File: config.mk
export PLATFORM = sky130hd
export DESIGN_NAME = hazard_control_unit
export DESIGN_NICKNAME = d
export VERILOG_FILES = /design/src/rtl/hazard_control_unit.sv
export SDC_FILE = /design/constraint.sdc
export NUM_CORES = 1
export LEC_CHECK = 0
export BUFFER_PORTS_ARGS = -buffer_cell sky130_fd_sc_hd__buf_2
export CAP_MARGIN = 15
export CORE_AREA = 5 5 42 44
export DETAILED_ROUTE_END_ITERATION = 10
export DIE_AREA = 0 0 47 49
export GPL_ROUTABILITY_DRIVEN = 0
export PLACE_DENSITY_LB_ADDON = 0.12
export SETUP_SLACK_MARGIN = 0.3
export SLEW_MARGIN = 25
export SYNTH_ARGS = -nofsm -noshare
export SYNTH_HDL_FRONTEND = slang
export SYNTH_SLANG_ARGS = --single-unit
File: constraint.sdc
create_clock -name clk -period 4 [get_ports clk]
set_input_delay 0.6 -clock clk [delete_from_list [all_inputs] [get_ports clk]]
set_output_delay 0.6 -clock clk [all_outputs]
set_load 0.01 [all_outputs]
File: src/rtl/hazard_control_unit.sv
// Stall/flush controller for the 5-stage pipeline.
// Handles hazards that bypassing cannot resolve: load-use, taken branches and
// multi-cycle multiply. Optional performance counters are enabled by defining
// HAZARD_PERF_COUNT_EN (adds stall_cycles and flush_count outputs).
module hazard_control_unit #(
  parameter int unsigned MUL_LATENCY = 4,
  parameter int unsigned REG_ADDR_W  = 5
) (
  input  logic                  clk,
  input  logic                  rst_n,
  input  logic [REG_ADDR_W-1:0] ID_rs,
  input  logic [REG_ADDR_W-1:0] ID_rt,
  input  logic                  ID_useRt,
  input  logic                  ID_EX_memRead,
  input  logic [REG_ADDR_W-1:0] ID_EX_rt,
  input  logic                  EX_branchTaken,
  input  logic                  EX_mulStart,
  output logic                  PC_write,
  output logic                  IF_ID_write,
  output logic                  IF_ID_flush,
  output logic                  ID_EX_bubble,
  output logic                  EX_stall,
`ifdef HAZARD_PERF_COUNT_EN
  output logic [31:0]           stall_cycles,
  output logic [15:0]           flush_count,
`endif
  output logic                  mul_busy
);

  typedef enum logic [0:0] {StRun, StMulWait} state_e;

  // Number of MUL_WAIT cycles still to come after the start cycle.
  localparam logic [3:0] MulInit = 4'(MUL_LATENCY - 2);

  state_e     state_q, state_d;
  logic [3:0] mul_cnt_q, mul_cnt_d;
  logic       load_use;

  // Register 0 is hard-wired, so a load targeting it never creates a dependency.
  assign load_use = ID_EX_memRead && (ID_EX_rt != '0) &&
                    ((ID_EX_rt == ID_rs) || (ID_useRt && (ID_EX_rt == ID_rt)));

  // Next-state and pipeline-control decode.
  always_comb begin
    state_d      = state_q;
    mul_cnt_d    = mul_cnt_q;
    PC_write     = 1'b1;
    IF_ID_write  = 1'b1;
    IF_ID_flush  = 1'b0;
    ID_EX_bubble = 1'b0;
    EX_stall     = 1'b0;
    unique case (state_q)
      StRun: begin
        if (EX_branchTaken) begin
          // ID instruction and any multiply in EX are on the wrong path.
          IF_ID_flush  = 1'b1;
          ID_EX_bubble = 1'b1;
        end else if (EX_mulStart) begin
          PC_write    = 1'b0;
          IF_ID_write = 1'b0;
          EX_stall    = 1'b1;
          mul_cnt_d   = MulInit;
          // A 2-cycle multiply needs only this start-cycle stall.
          if (MulInit != 4'd0) state_d = StMulWait;
        end else if (load_use) begin
          PC_write     = 1'b0;
          IF_ID_write  = 1'b0;
          ID_EX_bubble = 1'b1;
        end
      end
      StMulWait: begin
        PC_write    = 1'b0;
        IF_ID_write = 1'b0;
        EX_stall    = 1'b1;
        mul_cnt_d   = mul_cnt_q - 4'd1;
        // Leave as the count reaches zero; the multiply exits EX next cycle.
        if (mul_cnt_q <= 4'd1) state_d = StRun;
      end
      default: state_d = StRun;
    endcase
    // Reset releases the pipeline immediately regardless of inputs.
    if (!rst_n) begin
      PC_write     = 1'b1;
      IF_ID_write  = 1'b1;
      IF_ID_flush  = 1'b0;
      ID_EX_bubble = 1'b0;
      EX_stall     = 1'b0;
    end
  end

  // State and multiply counter registers.
  always_ff @(posedge clk or negedge rst_n) begin
    if (!rst_n) begin
      state_q   <= StRun;
      mul_cnt_q <= 4'd0;
    end else begin
      state_q   <= state_d;
      mul_cnt_q <= mul_cnt_d;
    end
  end

  assign mul_busy = (state_q == StMulWait);

`ifdef HAZARD_PERF_COUNT_EN
  logic [31:0] stall_cycles_q;
  logic [15:0] flush_count_q;

  // Saturating counters of fetch-stall cycles and flush cycles.
  always_ff @(posedge clk or negedge rst_n) begin
    if (!rst_n) begin
      stall_cycles_q <= '0;
      flush_count_q  <= '0;
    end else begin
      if (!PC_write && (stall_cycles_q != '1)) stall_cycles_q <= stall_cycles_q + 32'd1;
      if (IF_ID_flush && (flush_count_q != '1)) flush_count_q <= flush_count_q + 16'd1;
    end
  end

  assign stall_cycles = stall_cycles_q;
  assign flush_count  = flush_count_q;
`endif

endmodule

==> results.cfg <==
[floorplan]
start_util_pct = 29.9
die_w_um = 47
die_y_um = 49
placeableCoreArea_sq_mm = 0.00140
rows = 14
io-pin-count = 27
dieArea_sq_mm = 0.00230

[grt]
overflow = 0
grt_use_total_pct = 9.48
grt_pass1_vias = 404
grt_max_degree = 10
antenna_found_initial = 0
grt_pass1_wl_um = 1570

[logic_synthesis]
yosys.area.top_type_share_pct = 29.9
syn-num-nets = 70
synth_edf_count = 0
synthTopCellsByArea = dfrtp_1 (30%), xor2_1 (21%), ha_1 (6.0%)
synth_cells = 47
synth_commonest_cells = xor2_1 (10), dfrtp_1 (5), inv_1 (5)
synth_most_common_cell = xor2_1
synth_area_sq_um = 419
async_flop_share_pct = 100
synth_ff_type = dfrtp_1
ys_seq_area_share_pct = 29.9
synth_seq_cells = 5
synth_top_area_cell = dfrtp_1
ys_types = 21
ys_warn_count = 0
synth.avg_cell_area_sq_um = 8.92

[clock_network]
clk_latency_ns = 0.24
ctsResizeCount = 0
cts_made_buffers = 3
cts-root-buf = clkbuf_4
cts.sinks = 5
cts_buffer_depth = 2
hold_buffers = 0
path_clk_slew_ns = 0.04
cts_setup_buffers = 0
cts_tree = done
cts_max_level = 1

[status]
outcome = finished clean

[setup_path]
cp-end-kind = output port
cp_data_arrival_time_ns = 1.80
path_buf_inv = 2
critPathTopFamily = compound AO/OA/AOI/OAI gates
required_ns = 3.40
worst-path-max-fanout = 3
crit_slowest_cell = o32a_1
r2r_slack_ns = 2.79
crit_type = input pin to output port
cpMostUsedCell = buf_2
slowest_delay_ns = 0.37
startpoint_type = input pin
crit_chain = buf_2 > xor2_1 > nor4_2 > a32oi_1 > o32a_1 > buf_2

[finish]
drive_gt1_share_pct = 40.8
n_antenna_cell = 0
area_growth_pct = 40.3
nNetsFinal = 100

[sta]
min_period_over_period_pct = 60.1
final.hold.worst_slack_ns = 0.180
setup_viol = 0
slew_headroom_pct = 67.3
finalHoldViolations = 0
period_needed_ns = 2.40
rsz0062_at_grt = no
setup_tns_ns = 0
max_freq_mhz = 416
clock_skew_ns = 0.000284
tightest_slew_ns = 0.491
slew_viol_final = 0

[worst_hold_path]
hold_path.class = input pin to async pin

[detailed_routing]
drc = 0
via_per_inst = 4.80
final_antenna_net_count = 0
first_pass_iters = 4
drt_iter0_drc = 3
wl_per_cell_um = 10.8
dr_total_vias = 442
drt_wl_total_um = 993

[place]
dp_hpwl_um = 883
portBuffers = 26

[power]
p_leak_nw = 0.306
ir_drop_mv = 0.248
p_per_area_mw_per_mm2 = 499

[run]
cap_violations = 0
-- logic make-up after synthesis --
| family | Yosys count | share of synthesized area, % |
|---|---|---|
| adders and majority gates | 2 | 5.97 |
| muxes | 1 | 2.69 |
| buffers and inverters | 6 | 6.27 |
| DFF | 5 | 29.9 |
| AOI/OAI and AO/OA | 9 | 15.2 |
| and+or+nand+nor | 13 | 17.0 |
| xor gates and xnor gates | 11 | 23.0 |
-- worst register-to-register path, stage by stage (launching register included) --
cell	delay [ns]
dfrtp_1	0.46
a21oi_1	0.44
mux2_2	0.25
-- state kept, by name (all words and copies together), names as in the netlist --
name,cells
mul_cnt_q,4
mul_busy,1
-- routing by layer --
metal / part of all wire (%) / vias to the layer above / global-route usage (%)
li1: - / 225 / -
met1: 41 / 199 / 11.8
met2: 49 / 14 / 12.7
met3: 7.6 / 4 / 4.80
met4: 2.0 / 0 / 5.53
met5: 0 / - / 0
-- path summary, 6_finish.rpt --
check	from	endpoint	cells after the start
worst max-delay path	ID_EX_rt[3]	IF_ID_write	6
worst min-delay path	rst_n	mul_cnt_q[2]	1
worst max register to register	mul_busy	mul_cnt_q[0]	2
worst min register to register	mul_cnt_q[3]	mul_cnt_q[3]	2
max in group asynchronous	rst_n	mul_cnt_q[0]	1
min in group clk	mul_cnt_q[3]	mul_cnt_q[3]	2
-- layout by cell type, fill, tap and decap left out, types with 2 or more instances in the layout --
| cell | instances |
|---|---|
| buf_2 | 26 |
| nor3_1 | 3 |
| a21oi_1 | 2 |
| or4_1 | 2 |
| ha_1 | 2 |
| inv_1 | 5 |
| nand2_1 | 2 |
| dfrtp_1 | 5 |
| nor2_1 | 4 |
| xor2_1 | 10 |
| clkbuf_4 | 3 |
-- where the power goes --
| group | switching, mW | internal (mW) |
|---|---|---|
| Sequential | 0.0249 | 0.0753 |
| Clock | 0.0193 | 0.0376 |
| Combinational | 0.0685 | 0.0680 |
| Total | 0.113 | 0.181 |
-- layout make-up --
type | count | area, sq um
clock buffers | 4 | 26.3
inverters | 5 | 18.8
multi-input cells | 36 | 268
well taps | 16 | 20.0
flip-flops and latches | 5 | 125
repair buffers | 26 | 130
fillers | 152 | 813
-- metrics by stage --
step	util, %	cell area, sq um	setup WS [ns]	instances	power [mW]
final	42.0	588	1.60	92	0.294
after global routing	42.0	588	1.52	92	0.322
after CTS	42.0	588	1.58	92	0.299
after detailed placement	40.1	562	1.58	88	0.239
after global placement	40.1	562	1.60	88	0.239
after floorplan	-	419	1.71	47	0.195
No activity file was read; power rests on OpenSTA's default activity.
